## src/rtl/lcd_pkg.sv

```systemverilog
// Shared definitions for the LCD update scheduler: driver command encodings,
// datapath opcodes, scheduler FSM states and the queued request payload.
package lcd_pkg;

  localparam int unsigned OP_W   = 4;
  localparam int unsigned ADDR_W = 4;
  localparam int unsigned VAL_W  = 16;
  localparam int unsigned MAG_W  = 15;
  localparam int unsigned BCD_W  = 20;
  localparam int unsigned CMD_W  = 2;

  // Commands presented to the display driver
  typedef enum logic [CMD_W-1:0] {
    CMD_OFF  = 2'd0,
    CMD_IDLE = 2'd1,
    CMD_UPD  = 2'd2
  } cmd_e;

  // Datapath opcodes that can request a display update
  localparam logic [OP_W-1:0] LOAD    = 4'd0;
  localparam logic [OP_W-1:0] STORE   = 4'd1;
  localparam logic [OP_W-1:0] ADD     = 4'd2;
  localparam logic [OP_W-1:0] SUB     = 4'd3;
  localparam logic [OP_W-1:0] MUL     = 4'd4;
  localparam logic [OP_W-1:0] DIV     = 4'd5;
  localparam logic [OP_W-1:0] CMP     = 4'd6;
  localparam logic [OP_W-1:0] DISPLAY = 4'd7;

  // Scheduler FSM states
  typedef enum logic [2:0] {
    S_OFF   = 3'd0,
    S_PWRUP = 3'd1,
    S_IDLE  = 3'd2,
    S_CONV  = 3'd3,
    S_ISSUE = 3'd4,
    S_WAIT  = 3'd5,
    S_PWRDN = 3'd6
  } state_e;

  // Queued update request; value is sign-magnitude
  typedef struct packed {
    logic [OP_W-1:0]   opcode;
    logic [ADDR_W-1:0] addr;
    logic [VAL_W-1:0]  value;
  } upd_req_t;

endpackage

```

## src/rtl/bin2bcd_seq.sv

```systemverilog
// Sequential double-dabble: 15-bit magnitude to five BCD digits.
// Ports: clk/rst (async active-high); start pulse loads mag;
// done pulses exactly 16 cycles after start; bcd holds the result
// until the next start.
module bin2bcd_seq
  import lcd_pkg::*;
(
  input  logic             clk,
  input  logic             rst,
  input  logic             start,
  input  logic [MAG_W-1:0] mag,
  output logic             done,
  output logic [BCD_W-1:0] bcd
);

  localparam int unsigned CNT_W   = 4;
  localparam int unsigned DIGITS  = BCD_W / 4;

  logic [MAG_W-1:0] bin_q;
  logic [BCD_W-1:0] bcd_q;
  logic [BCD_W-1:0] adj_c;
  logic [BCD_W-1:0] bcd_d;
  logic [CNT_W-1:0] cnt_q;
  logic             run_q;
  logic             done_q;

  // Add-3 correction on every digit >= 5, then shift in the next binary bit
  always_comb begin
    adj_c = bcd_q;
    for (int i = 0; i < DIGITS; i++) begin
      if (bcd_q[4*i +: 4] >= 4'd5) begin
        adj_c[4*i +: 4] = bcd_q[4*i +: 4] + 4'd3;
      end
    end
    bcd_d = {adj_c[BCD_W-2:0], bin_q[MAG_W-1]};
  end

  // One shift step per cycle after start; done after the last of MAG_W steps
  always_ff @(posedge clk or posedge rst) begin
    if (rst) begin
      bin_q  <= '0;
      bcd_q  <= '0;
      cnt_q  <= '0;
      run_q  <= 1'b0;
      done_q <= 1'b0;
    end else begin
      done_q <= 1'b0;
      if (start) begin
        bin_q <= mag;
        bcd_q <= '0;
        cnt_q <= '0;
        run_q <= 1'b1;
      end else if (run_q) begin
        bcd_q <= bcd_d;
        bin_q <= {bin_q[MAG_W-2:0], 1'b0};
        cnt_q <= cnt_q + CNT_W'(1);
        if (cnt_q == CNT_W'(MAG_W - 1)) begin
          run_q  <= 1'b0;
          done_q <= 1'b1;
        end
      end
    end
  end

  assign done = done_q;
  assign bcd  = bcd_q;

endmodule

```

## src/rtl/lcd_update_sched.sv

```systemverilog
// LCD update scheduler: queues datapath update requests, converts the value
// magnitude to BCD, and hands each latched payload to the display driver
// through a command/done_display handshake guarded by a watchdog.
// Ports: clk/rst (async active-high); power level; req_* valid/ready request
// input; command/opcode/addr/sign/digits to the driver; done_display from the
// driver; busy status; err sticky watchdog flag.
module lcd_update_sched
  import lcd_pkg::*;
#(
  parameter int unsigned TIMEOUT_CYCLES = 8000000,
  parameter int unsigned FIFO_DEPTH     = 4
) (
  input  logic              clk,
  input  logic              rst,
  input  logic              power,
  input  logic              req_valid,
  output logic              req_ready,
  input  logic [OP_W-1:0]   req_opcode,
  input  logic [ADDR_W-1:0] req_addr,
  input  logic [VAL_W-1:0]  req_value,
  output logic [CMD_W-1:0]  command,
  output logic [OP_W-1:0]   opcode,
  output logic [ADDR_W-1:0] addr,
  output logic              sign,
  output logic [BCD_W-1:0]  digits,
  input  logic              done_display,
  output logic              busy,
  output logic              err
);

  localparam int unsigned AW  = $clog2(FIFO_DEPTH);
  localparam int unsigned PW  = AW + 1;
  localparam int unsigned WDW = $clog2(TIMEOUT_CYCLES) + 1;

  state_e            state_q, state_d;
  cmd_e              command_q, command_d;
  logic              busy_q, busy_d;
  logic              err_q;
  logic [WDW-1:0]    wdog_q;
  logic              wd_count_c, wd_hit_c, timeout_c;

  upd_req_t          mem_q [FIFO_DEPTH];
  logic [PW-1:0]     wr_ptr_q, rd_ptr_q;
  upd_req_t          head_c, req_c;
  logic              empty_c, full_c, push_c, pop_c, flush_c;

  logic [OP_W-1:0]   cur_op_q, opcode_q;
  logic [ADDR_W-1:0] cur_addr_q, addr_q;
  logic              cur_sign_q, sign_q;
  logic [BCD_W-1:0]  digits_q;
  logic              conv_done;
  logic [BCD_W-1:0]  conv_bcd;

  // ---------------- request FIFO ----------------
  assign empty_c = (wr_ptr_q == rd_ptr_q);
  assign full_c  = (wr_ptr_q[PW-1] != rd_ptr_q[PW-1]) &&
                   (wr_ptr_q[AW-1:0] == rd_ptr_q[AW-1:0]);
  assign flush_c = (state_q == S_PWRDN);
  assign pop_c   = (state_q == S_IDLE) && power && !empty_c;
  // Readiness uses full alone; a same-cycle pop never frees a slot early
  assign req_ready = !full_c && power &&
                     !(state_q inside {S_OFF, S_PWRUP, S_PWRDN});
  assign push_c  = req_valid && req_ready;
  assign req_c   = '{opcode: req_opcode, addr: req_addr, value: req_value};
  assign head_c  = mem_q[rd_ptr_q[AW-1:0]];

  // Pointer update; power-down discards everything queued
  always_ff @(posedge clk or posedge rst) begin
    if (rst) begin
      wr_ptr_q <= '0;
      rd_ptr_q <= '0;
    end else if (flush_c) begin
      wr_ptr_q <= '0;
      rd_ptr_q <= '0;
    end else begin
      if (push_c) wr_ptr_q <= wr_ptr_q + PW'(1);
      if (pop_c)  rd_ptr_q <= rd_ptr_q + PW'(1);
    end
  end

  // Storage array
  always_ff @(posedge clk) begin
    if (push_c) mem_q[wr_ptr_q[AW-1:0]] <= req_c;
  end

  // Hold the in-flight request fields while the converter runs
  always_ff @(posedge clk or posedge rst) begin
    if (rst) begin
      cur_op_q   <= '0;
      cur_addr_q <= '0;
      cur_sign_q <= 1'b0;
    end else if (pop_c) begin
      cur_op_q   <= head_c.opcode;
      cur_addr_q <= head_c.addr;
      cur_sign_q <= head_c.value[VAL_W-1];
    end
  end

  bin2bcd_seq u_bin2bcd (
    .clk   (clk),
    .rst   (rst),
    .start (pop_c),
    .mag   (head_c.value[MAG_W-1:0]),
    .done  (conv_done),
    .bcd   (conv_bcd)
  );

  // ---------------- FSM ----------------
  // State register
  always_ff @(posedge clk or posedge rst) begin
    if (rst) state_q <= S_OFF;
    else     state_q <= state_d;
  end

  assign wd_count_c = (state_q inside {S_PWRUP, S_ISSUE, S_WAIT, S_PWRDN});
  assign wd_hit_c   = wd_count_c && (wdog_q == WDW'(TIMEOUT_CYCLES - 1));

  // Next-state logic; a normal driver response wins over a same-cycle timeout
  always_comb begin
    state_d   = state_q;
    timeout_c = 1'b0;
    unique case (state_q)
      S_OFF:   if (power) state_d = S_PWRUP;
      S_PWRUP: begin
        if (done_display) state_d = S_IDLE;
        else if (wd_hit_c) begin state_d = S_IDLE; timeout_c = 1'b1; end
      end
      S_IDLE: begin
        if (!power)        state_d = S_PWRDN;
        else if (!empty_c) state_d = S_CONV;
      end
      S_CONV:  if (conv_done) state_d = S_ISSUE;
      S_ISSUE: begin
        if (!done_display) state_d = S_WAIT;
        else if (wd_hit_c) begin state_d = S_IDLE; timeout_c = 1'b1; end
      end
      S_WAIT: begin
        if (done_display)  state_d = S_IDLE;
        else if (wd_hit_c) begin state_d = S_IDLE; timeout_c = 1'b1; end
      end
      S_PWRDN: begin
        if (done_display)  state_d = S_OFF;
        else if (wd_hit_c) begin state_d = S_OFF; timeout_c = 1'b1; end
      end
      default: state_d = S_OFF;
    endcase
  end

  // Output decode from the next state so the registered outputs track state_q
  always_comb begin
    command_d = CMD_IDLE;
    busy_d    = 1'b1;
    unique case (state_d)
      S_OFF:   begin command_d = CMD_OFF; busy_d = 1'b0; end
      S_IDLE:  busy_d = 1'b0;
      S_ISSUE: command_d = CMD_UPD;
      S_PWRDN: command_d = CMD_OFF;
      default: ;
    endcase
  end

  // Registered status outputs
  always_ff @(posedge clk or posedge rst) begin
    if (rst) begin
      command_q <= CMD_OFF;
      busy_q    <= 1'b0;
      err_q     <= 1'b0;
    end else begin
      command_q <= command_d;
      busy_q    <= busy_d;
      if (timeout_c) err_q <= 1'b1;
    end
  end

  // Watchdog restarts on every state change and advances in waiting states
  always_ff @(posedge clk or posedge rst) begin
    if (rst)                    wdog_q <= '0;
    else if (state_d != state_q) wdog_q <= '0;
    else if (wd_count_c)        wdog_q <= wdog_q + WDW'(1);
  end

  // Payload is captured once per update as the conversion finishes
  always_ff @(posedge clk or posedge rst) begin
    if (rst) begin
      opcode_q <= '0;
      addr_q   <= '0;
      sign_q   <= 1'b0;
      digits_q <= '0;
    end else if ((state_q == S_CONV) && conv_done) begin
      opcode_q <= cur_op_q;
      addr_q   <= cur_addr_q;
      sign_q   <= cur_sign_q;
      digits_q <= conv_bcd;
    end
  end

  assign command = command_q;
  assign busy    = busy_q;
  assign err     = err_q;
  assign opcode  = opcode_q;
  assign addr    = addr_q;
  assign sign    = sign_q;
  assign digits  = digits_q;

endmodule

```

## config.mk

```make
export PLATFORM = sky130hd
export DESIGN_NAME = lcd_update_sched
export DESIGN_NICKNAME = d
export VERILOG_FILES = /design/src/rtl/lcd_pkg.sv /design/src/rtl/bin2bcd_seq.sv /design/src/rtl/lcd_update_sched.sv
export SDC_FILE = /design/constraint.sdc
export NUM_CORES = 1
export LEC_CHECK = 0
export CAP_MARGIN = 20
export CORE_ASPECT_RATIO = 0.5
export CORE_UTILIZATION = 40
export DETAILED_ROUTE_END_ITERATION = 10
export DONT_BUFFER_PORTS = 1
export PLACE_DENSITY = 0.63
export SYNTH_ARGS = -nofsm -noshare
export SYNTH_HDL_FRONTEND = slang
export SYNTH_SLANG_ARGS = --single-unit
```

## constraint.sdc

```tcl
create_clock -name clk -period 4.1 [get_ports clk]
set_input_delay 0.41 -clock clk [delete_from_list [all_inputs] [get_ports clk]]
set_output_delay 0.41 -clock clk [all_outputs]
set_load 0.01 [all_outputs]
```

==> reports/qor.yml <==
synth_top_family_by_area: "multiplexers"
status: "complete, no violations"
h-tree-depth: 1
critical_path_arrival_ns: 2.76
port_buffers: 0
fin_area_um2: 10600
cts_root_buf: "clkbuf_16"
end_kind: "flip-flop"
setup_slack_ns: 1.67
num_vias: 5245
rsz0062_at_grt: "no"
path_class: "reg2reg"
routedWlPerCell_um: 16.2
slowest_stage: "o2bb2ai_2"
nets: 746
cts_tree: "yes"
grt_pass1_wl_um: 27100
synth_area_leaders: "dfrtp_1, edfxtp_1, mux4_2"
synthToLayoutAreaGrowth_pct: 13.8
fp.dieH_um: 110
io-pin-count: 63
dp_cells: 949
place_ws_ns: 1.62
synth-simple-area-share_pct: 10.1
core_area_um2: 22200
cts.reportedPaths.clkPinSlew_ns: 0.06
start_util_pct: 41.8
p_leak_nw: 4.13
fin_setup_tns_ns: 0
ys_top_cells_by_count: "dfrtp_1, edfxtp_1, nand2_1"
post-route-drc-count: 0
required_ns: 4.43
placedInstanceArea_um2: 9590
synth-compound-area-share_pct: 6.03
track_usage_pct: 14.2
setup_viol: 0
cp_max_fo: 24
synth_ff_type: "dfrtp_1"
antenna_found_initial: 1
worst_slew_pin_slew_ns: 1.04
synth-edff-count: 96
seq_area_frac_synth_pct: 62.4
grt_pass1_vias: 5200
die_w_um: 217
synth_top_area_share_pct: 31.3
overflow: 0
synthCells: 674
hp-class: "in2reg"
p_total_mw: 6.90
gp_congestion: 0.829
yosys_warnings: 0
dr.pass1.iters: 4
cap_violations: 0
row_count: 38
post_cts_buffers: 0
clock_skew_ns: 0.0131
r2r_slack_ns: 1.67
muxShareOfSynthArea_pct: 12.4
synth.most_common_cell: "dfrtp_1"
syn-mean-instance-area_um2: 13.8
ir_worst_vdd_mv: 0.280
synth_xor_area_share_pct: 4.03
async_reset_ff_share_pct: 54.7
finalMaxSlewViolations: 0
numCtsBuffers: 21
synth_nets: 721
synth-seq-cells: 212
clk_latency_ns: 0.50
synthAdderAreaFrac_pct: 2.43
period_needed_ns: 2.43
cts_max_path_buffers: 3
drive_gt1_share_pct: 16.2
dp_hpwl_um: 10100
cts.sinks: 212
ant_nets: 0
netlist_area_um2: 9270
max_stage_delay_ns: 0.82
finalWirelength_um: 16400
yosysUniqueCellTypes: 57
synth.largest_area_cell: "dfrtp_1"
viasPerCell: 5.17
hold_viol_final: 0
start_kind: "flip-flop"
max_freq_ghz: 0.411
min_period_over_period_pct: 59.3
slew-limit-headroom_pct: 30.4
powerDensity_nw_per_um2: 654
path_cells: "and2b_1, o2111ai_1, o21a_1, o2bb2ai_2, nor3_1"
grt_max_degree: 69
dieArea_um2: 23800
fin_cells: 1015
drt_iter0_drc: 257
-- kinds of logic (layout without fill, tap and decap cells) --
| family | Yosys count | count (layout) |
|---|---|---|
| compound gates | 88 | 88 |
| xor+xnor | 41 | 41 |
| fa+ha+maj | 18 | 18 |
| buf+inv | 59 | 99 |
| flops | 212 | 212 |
| mux | 81 | 81 |
| other cells | 0 | 1 |
| simple gates | 175 | 175 |
-- worst paths after layout --
check / end / cells past startpoint / startpoint
max: wdog_q[11] / 5 / state_q[0]
min: err / 3 / done_display
max reg2reg: wdog_q[11] / 5 / state_q[0]
min reg2reg: cur_op_q[0] / 1 / cur_op_q[0]
max in group asynchronous: u_bin2bcd.run_q / 3 / rst
min in group asynchronous: digits[1] / 2 / rst
-- registers in the layout (all words and copies together), names as in the netlist, 2 cells and up --
register         flops
state_q              3
command              2
cur_op_q             4
u_bin2bcd.bin_q     15
wr_ptr_q             3
digits              20
addr                 4
mem_q               96
u_bin2bcd.bcd       20
opcode               4
u_bin2bcd.cnt_q      4
cur_addr_q           4
rd_ptr_q             3
wdog_q              24
-- critical path, delay by kind of cell (launching register included) --
family	cells	cell delay, ns
AOI/OAI and AO/OA	3	1.26
DFF	1	0.65
and+or+nand+nor	2	0.36
-- placed cells by master, fill, tap and decap left out, types with 4 or more instances in the layout --
cell             n
and3_1           6
nand3_1         12
nor3b_1          6
nand4_1          4
clkinv_2         5
buf_4           10
xnor2_1         33
nand2b_1        11
edfxtp_1        96
dfrtp_1        114
a21oi_1         21
o211ai_1         4
nor4_1           5
nor2_1          31
ha_1            18
inv_1           23
clkbuf_8         4
mux2_2          28
a21o_1           5
mux4_2          24
o21ai_0         39
mux2i_1         29
dlygate4sd3_1   26
nor3_1          30
clkbuf_16       22
xor2_1           6
nand2_1         43
-- metrics by stage --
stage / util (%) / hold slack (ns)
2_1_floorplan: - / 0.477
3_3_place_gp: 43.2 / 0.463
3_5_place_dp: 43.2 / 0.472
4_1_cts: 47.4 / 0.00268
5_1_grt: 47.5 / 0.156
6_report: 47.5 / 0.154
-- layer usage --
| metal | part of all wire (%) | global-route usage, % |
|---|---|---|
| met4 | 1.5 | 3.37 |
| met5 | 0 | 0 |
| met1 | 47 | 19.5 |
| met2 | 48 | 23.5 |
| met3 | 3.5 | 2.79 |
-- cell type report --
class                           instances  area [um^2]
Fill cell                            1921        11600
Sequential cell                       212         5790
Multi-Input combinational cell        403         3250
Clock buffer                           29          617
Tap cell                              300          375
Timing Repair Buffer                   37          363
Inverter                               24         92.6
Clock inverter                          9         62.6
Antenna cell                            1         2.50
-- where the power goes --
| group | leakage [nW] | internal (mW) | switching [mW] |
|---|---|---|---|
| logic | 1.39 | 0.948 | 1.04 |
| clock network | 0.343 | 1.06 | 0.792 |
| registers | 2.40 | 2.66 | 0.405 |
-- repair_timing --
action                     CTS  global route
hold buffers                25             1
hold endpoints to repair   151             2
setup endpoints to repair    0             0
gates resized for setup      0             0
(Power assumes the default switching activity.)
